[config.mk]
export PLATFORM = sky130hd
export DESIGN_NAME = fetch_unit
export DESIGN_NICKNAME = d
export VERILOG_FILES = /design/src/rtl/cpu_pkg.sv /design/src/rtl/fetch_queue.sv /design/src/rtl/fetch_unit.sv
export SDC_FILE = /design/constraint.sdc
export NUM_CORES = 1
export LEC_CHECK = 0
export ABC_AREA = 0
export ABC_CLOCK_PERIOD_IN_PS = 3140
export BUFFER_PORTS_ARGS = -buffer_cell sky130_fd_sc_hd__buf_2
export CAP_MARGIN = 15
export CORE_MARGIN = 2
export CORE_UTILIZATION = 58
export CTS_CLUSTER_DIAMETER = 30
export CTS_CLUSTER_SIZE = 30
export DETAILED_ROUTE_END_ITERATION = 8
export PLACE_DENSITY = 0.76
export SYNTH_ARGS = -nofsm -noshare
export SYNTH_HDL_FRONTEND = slang
export SYNTH_SLANG_ARGS = --single-unit
[constraint.sdc]
create_clock -name clk -period 3.14 [get_ports clk]
set_input_delay 0.314 -clock clk [delete_from_list [all_inputs] [get_ports clk]]
set_output_delay 0.314 -clock clk [all_outputs]
set_load 0.01 [all_outputs]
[src/rtl/cpu_pkg.sv]
// Shared types for the 16-bit CPU front end: widths, fetch FSM states and the
// prefetch queue entry layout.
package cpu_pkg;

  localparam int INST_W = 16;
  localparam int PC_W   = 16;

  typedef enum logic [1:0] {
    IDLE,
    FETCH,
    DRAIN
  } fetch_state_t;

  typedef struct packed {
    logic [INST_W-1:0] instruction;
    logic [PC_W-1:0]   pc;
  } fetch_entry_t;

endpackage

[src/rtl/fetch_queue.sv]
// Prefetch queue: synchronous FIFO of {instruction, pc} entries with a
// single-cycle flush. Head outputs read as zero while empty.
module fetch_queue
  import cpu_pkg::*;
#(
  parameter  int DEPTH = 4,
  localparam int CNT_W = $clog2(DEPTH + 1),
  localparam int PTR_W = $clog2(DEPTH)
) (
  input  logic              clk,
  input  logic              rst_n,
  input  logic              flush_i,
  input  logic              push_i,
  input  logic [INST_W-1:0] push_inst_i,
  input  logic [PC_W-1:0]   push_pc_i,
  input  logic              pop_i,
  output logic              valid_o,
  output logic [INST_W-1:0] head_inst_o,
  output logic [PC_W-1:0]   head_pc_o,
  output logic [CNT_W-1:0]  count_o
);

  fetch_entry_t     mem_q [DEPTH];
  logic [PTR_W-1:0] wr_ptr_q;
  logic [PTR_W-1:0] rd_ptr_q;
  logic [CNT_W-1:0] count_q;

  // NOTE: storage needs no reset; count_q gates every read, so stale entries are never seen.
  always_ff @(posedge clk) begin
    if (push_i) mem_q[wr_ptr_q] <= '{instruction: push_inst_i, pc: push_pc_i};
  end

  // NOTE: sequential state uses non-blocking assignments so every register samples pre-edge values.
  always_ff @(posedge clk or negedge rst_n) begin
    if (!rst_n) begin
      wr_ptr_q <= '0;
      rd_ptr_q <= '0;
      count_q  <= '0;
    end else if (flush_i) begin
      wr_ptr_q <= '0;
      rd_ptr_q <= '0;
      count_q  <= '0;
    end else begin
      if (push_i) wr_ptr_q <= wr_ptr_q + 1'b1;
      if (pop_i)  rd_ptr_q <= rd_ptr_q + 1'b1;
      case ({push_i, pop_i})
        2'b10:   count_q <= count_q + 1'b1;
        2'b01:   count_q <= count_q - 1'b1;
        default: ;
      endcase
    end
  end

  assign valid_o     = (count_q != '0);
  assign head_inst_o = valid_o ? mem_q[rd_ptr_q].instruction : '0;
  assign head_pc_o   = valid_o ? mem_q[rd_ptr_q].pc : '0;
  assign count_o     = count_q;

endmodule

[src/rtl/fetch_unit.sv]
// Instruction fetch stage: owns the fetch PC, runs one outstanding req/ack read
// at a time into instruction memory and buffers results in a prefetch queue.
module fetch_unit
  import cpu_pkg::*;
#(
  parameter  int              ADDR_W   = 10,
  parameter  int              DEPTH    = 4,
  parameter  logic [PC_W-1:0] RESET_PC = 16'h0000,
  localparam int              CNT_W    = $clog2(DEPTH + 1)
) (
  input  logic              clk,
  input  logic              reset,
  output logic              imem_req,
  output logic [ADDR_W-1:0] imem_addr,
  input  logic              imem_ack,
  input  logic [INST_W-1:0] imem_rdata,
  input  logic              redirect,
  input  logic [PC_W-1:0]   redirect_pc,
  output logic              inst_valid,
  input  logic              inst_ready,
  output logic [INST_W-1:0] instruction,
  output logic [PC_W-1:0]   inst_pc,
  output logic [CNT_W-1:0]  fifo_count
);

  localparam logic [CNT_W-1:0] FULL_CNT = CNT_W'(DEPTH);

  fetch_state_t      state_q, state_d;
  logic [PC_W-1:0]   fetch_pc_q, fetch_pc_d;
  logic [ADDR_W-1:0] addr_q, addr_d;
  logic              req_q, req_d;
  logic              acked;
  logic              do_push;
  logic              do_pop;
  logic [CNT_W-1:0]  count_after;

  assign acked       = req_q && imem_ack;
  assign do_pop      = inst_valid && inst_ready;
  assign do_push     = (state_q == FETCH) && acked && !redirect;
  assign count_after = fifo_count + CNT_W'(do_push) - CNT_W'(do_pop);

  // NOTE: every signal driven here gets a default first, so no latch can be inferred.
  always_comb begin
    state_d    = state_q;
    fetch_pc_d = fetch_pc_q;
    if (redirect) begin
      fetch_pc_d = redirect_pc;
      // A request still in flight must be allowed to complete before refetching.
      state_d    = (state_q == IDLE || acked) ? FETCH : DRAIN;
    end else begin
      case (state_q)
        IDLE:  if (fifo_count < FULL_CNT) state_d = FETCH;
        FETCH: if (acked) begin
                 fetch_pc_d = fetch_pc_q + 1'b1;
                 state_d    = (count_after < FULL_CNT) ? FETCH : IDLE;
               end
        DRAIN: if (acked) state_d = FETCH;
        default: state_d = IDLE;
      endcase
    end
    req_d  = (state_d != IDLE);
    // DRAIN keeps presenting the stale address until its ack retires it.
    addr_d = (state_d == DRAIN) ? addr_q : fetch_pc_d[ADDR_W-1:0];
  end

  always_ff @(posedge clk or negedge reset) begin
    if (!reset) begin
      state_q    <= IDLE;
      req_q      <= 1'b0;
      addr_q     <= RESET_PC[ADDR_W-1:0];
      fetch_pc_q <= RESET_PC;
    end else begin
      state_q    <= state_d;
      req_q      <= req_d;
      addr_q     <= addr_d;
      fetch_pc_q <= fetch_pc_d;
    end
  end

  assign imem_req  = req_q;
  assign imem_addr = addr_q;

  fetch_queue #(
    .DEPTH(DEPTH)
  ) u_queue (
    .clk        (clk),
    .rst_n      (reset),
    .flush_i    (redirect),
    .push_i     (do_push),
    .push_inst_i(imem_rdata),
    .push_pc_i  (fetch_pc_q),
    .pop_i      (do_pop),
    .valid_o    (inst_valid),
    .head_inst_o(instruction),
    .head_pc_o  (inst_pc),
    .count_o    (fifo_count)
  );

endmodule

==> flow_metrics.env <==
export IMPL_p_per_area_nw_per_um2=831
export IMPL_fp_dieW_um=113
export IMPL_dieArea_um2=12700
export IMPL_final_hold_viol_count=0
export IMPL_grt_first_pass_wirelength_um=20400
export IMPL_crit_type="reg -> out"
export IMPL_io_pins=84
export IMPL_mostFrequentLayoutCells="128 x edfxtp_1, 83 x buf_2, 35 x dfrtp_1"
export IMPL_outcome="complete, no violations"
export IMPL_drt_iter0_markers=237
export IMPL_ys_ff_latch=164
export IMPL_cts_tree="done"
export IMPL_use_met2_pct=36.3
export IMPL_max_vdd_ir_drop_v=0.000790
export IMPL_drive_gt1_share_pct=34.0
export IMPL_antenna_found_initial=0
export IMPL_synthFlopType="edfxtp_1"
export IMPL_multi_input_area_um2=1940
export IMPL_cts_sinks=164
export IMPL_clock_power_share_pct=31.2
export IMPL_syn_area_per_cell_um2=16.7
export IMPL_num_vias=3864
export IMPL_start_kind="flip-flop"
export IMPL_fill_cells=730
export IMPL_yosys_warnings=0
export IMPL_clockRootBuffer="clkbuf_16"
export IMPL_synth_edf_count=128
export IMPL_drv_cap=0
export IMPL_p_seq_share_pct=41.7
export IMPL_gp_congestion=0.744
export IMPL_p_sw_w=0.00193
export IMPL_cts_made_buffers=17
export IMPL_max_freq_mhz=405
export IMPL_worst_setup_path_end_kind="output port"
export IMPL_worstHoldStart="imem_rdata[9]"
export IMPL_grt_busiest_layer="met2"
export IMPL_fin_crit_sh_pct=78.7
export IMPL_rows=39
export IMPL_start_util_pct=59.7
export IMPL_fin_hold_ws_ns=0.111
export IMPL_core_um2=11500
export IMPL_antenna_left=0
export IMPL_cts_reportedPaths_clkPinSlew_ns=0.06
export IMPL_chipHeight_um=113
export IMPL_drv_slew=0
export IMPL_rsz0062_at_grt="false"
export IMPL_final_common_cell="edfxtp_1"
export IMPL_yosysSeqAreaShare_pct=69.3
export IMPL_worstPathMaxFanout=34
export IMPL_regToRegSetupSlack_ns=0.86
export IMPL_synthArstFlopShare_pct=22.0
export IMPL_r2r_start="state_q[0]"
export IMPL_hold_end="u_queue.mem_q[3][25]"
export IMPL_area_growth_synth_to_final_pct=17.4
export IMPL_hpwl_um=7660
export IMPL_pwr_share_comb_pct=27.0
export IMPL_switching_share_pct=28.9
export IMPL_drc=0
export IMPL_regArea_um2=4750
export IMPL_synthCells=410
export IMPL_total_leakage_power_nw=2.96
export IMPL_grt_max_degree=37
export IMPL_fin_nets=544
export IMPL_hold_path_class="in -> reg"
export IMPL_met1_usage_pct=26.8
export IMPL_io_buffer_count=83
export IMPL_r2r_cells=6
export IMPL_clock_latency_ns=0.42
export IMPL_fin_tns_setup_ns=0
export IMPL_grtUsageMet3_pct=6.75
export IMPL_cp_arrival_ns=2.16
export IMPL_syn_nets=455
export IMPL_finalWirelength_um=12800
export IMPL_critPathRequiredTime_ns=2.83
export IMPL_track_usage_pct=21.3
export IMPL_setup_viol=0
export IMPL_antenna_cells=0
export IMPL_htreeDepth=4
export IMPL_internal_power_w=0.00475
export IMPL_grt_pass1_vias=3929
export IMPL_ys_types=45
export IMPL_worst_pin_slew_ns=0.973
export IMPL_hold_path_depth=1
export IMPL_drt_vias_per_instance=5.90
export IMPL_cts_resized_gates=0
export IMPL_r2r_end="u_queue.count_o[2]"
export IMPL_wl_per_cell_um=19.5
export IMPL_min_period_ns=2.47
export IMPL_grt_overflow=0
export IMPL_clock_path_buffers=2
export IMPL_dr_pass1_iters=5
export IMPL_synth_area_um2=6840
export IMPL_clock_skew_ns=0.00899
export IMPL_slew_headroom_pct=35.1
==> synth_stat cells (4+ instances only) <==
library cell	number	share of area (%)
and3_1	5	0.46
mux2_2	8	1.3
buf_2	6	0.44
mux4_2	32	11
nand3_1	7	0.51
edfxtp_1	128	56
dfrtp_1	36	13
nor3_1	6	0.44
o21ai_0	10	0.73
nor2_1	20	1.1
inv_1	14	0.77
xnor2_1	9	1.2
a21oi_1	6	0.44
nor4_1	4	0.37
nand2_1	15	0.82
nand4_1	4	0.37
ha_1	7	1.3
clkbuf_1	13	0.71
and2_1	32	2.9
a31oi_1	6	0.55
==> metrics by stage <==
stage	utilization, %	setup slack, ns	cell area, um2	instances	power [W]
3_5_place_dp	64.7	0.926	7420	622	0.00465
2_1_floorplan	-	0.782	6840	410	0.00405
3_3_place_gp	64.7	1.07	7420	622	0.00461
5_1_grt	70.1	0.490	8040	655	0.00702
4_1_cts	70.1	0.586	8040	655	0.00676
6_report	70.1	0.669	8040	655	0.00668
==> repair_timing <==
action,4_1_cts,5_1_grt
setup buffers,0,0
setup endpoints to repair,0,0
hold buffers,1,0
endpoints found under the hold margin,7,0
==> power by group through the flow <==
| stage | combinational [W] | clock, W | sequential (W) |
|---|---|---|---|
| 3_5_place_dp | 0.00183 | 0 | 0.00283 |
| 3_3_place_gp | 0.00181 | 0 | 0.00280 |
| 5_1_grt | 0.00200 | 0.00221 | 0.00282 |
| 2_1_floorplan | 0.00127 | 0 | 0.00278 |
| 6_report | 0.00180 | 0.00209 | 0.00279 |
| 4_1_cts | 0.00185 | 0.00212 | 0.00279 |
==> final cells by class <==
type / count / area share (%)
multi-input combinational: 209 / 24.2
clock buffer: 19 / 5.64
clock inverter: 13 / 1.95
inverter: 14 / 0.654
timing repair buffer: 93 / 6.29
sequential: 164 / 59.1
tap: 143 / 2.23
==> sequential cells by signal, summed over array words and instances, names as in the netlist <==
signal,flops
u_queue.wr_ptr_q,2
u_queue.count_o,3
imem_req,1
state_q,2
fetch_pc_q,16
imem_addr,10
u_queue.rd_ptr_q,2
u_queue.mem_q,128
==> cell families (layout without fill, tap and decap cells) <==
group / after synthesis / count (layout) / synth area share (%)
flops: 164 / 164 / 69.3
simple gates: 108 / 108 / 9.09
mux: 43 / 43 / 12.3
compound gates: 38 / 38 / 3.84
buf+inv: 37 / 139 / 2.32
xor+xnor: 12 / 12 / 1.54
fa+ha+maj: 8 / 8 / 1.57
==> layer usage <==
| layer | part of all wire [%] | wire [um] |
|---|---|---|
| met2 | 52 | 6660 |
| met1 | 41 | 5270 |
| met4 | 1.3 | 170 |
| met5 | 0 | 0 |
| met3 | 5.2 | 661 |
==> worst max-delay path: stages, from the launching register on <==
cell,delay [ns]
dfrtp_1,0.46
or3_1,0.82
and2_1,0.32
buf_2,0.14
==> worst max path at each step <==
stage                             from                  end  slack (ns)  cells after the start
global placement            state_q[0]   u_queue.count_o[2]        1.07                      6
floorplan                     redirect  u_queue.mem_q[0][0]        0.78                      5
CTS                 u_queue.count_o[0]      instruction[10]        0.59                      3
detailed placement          state_q[0]   u_queue.count_o[2]        0.93                      6
finish              u_queue.count_o[0]      instruction[15]        0.67                      3
global route        u_queue.count_o[1]          inst_pc[13]        0.49                      3
No activity file was read; power rests on OpenSTA's default activity.
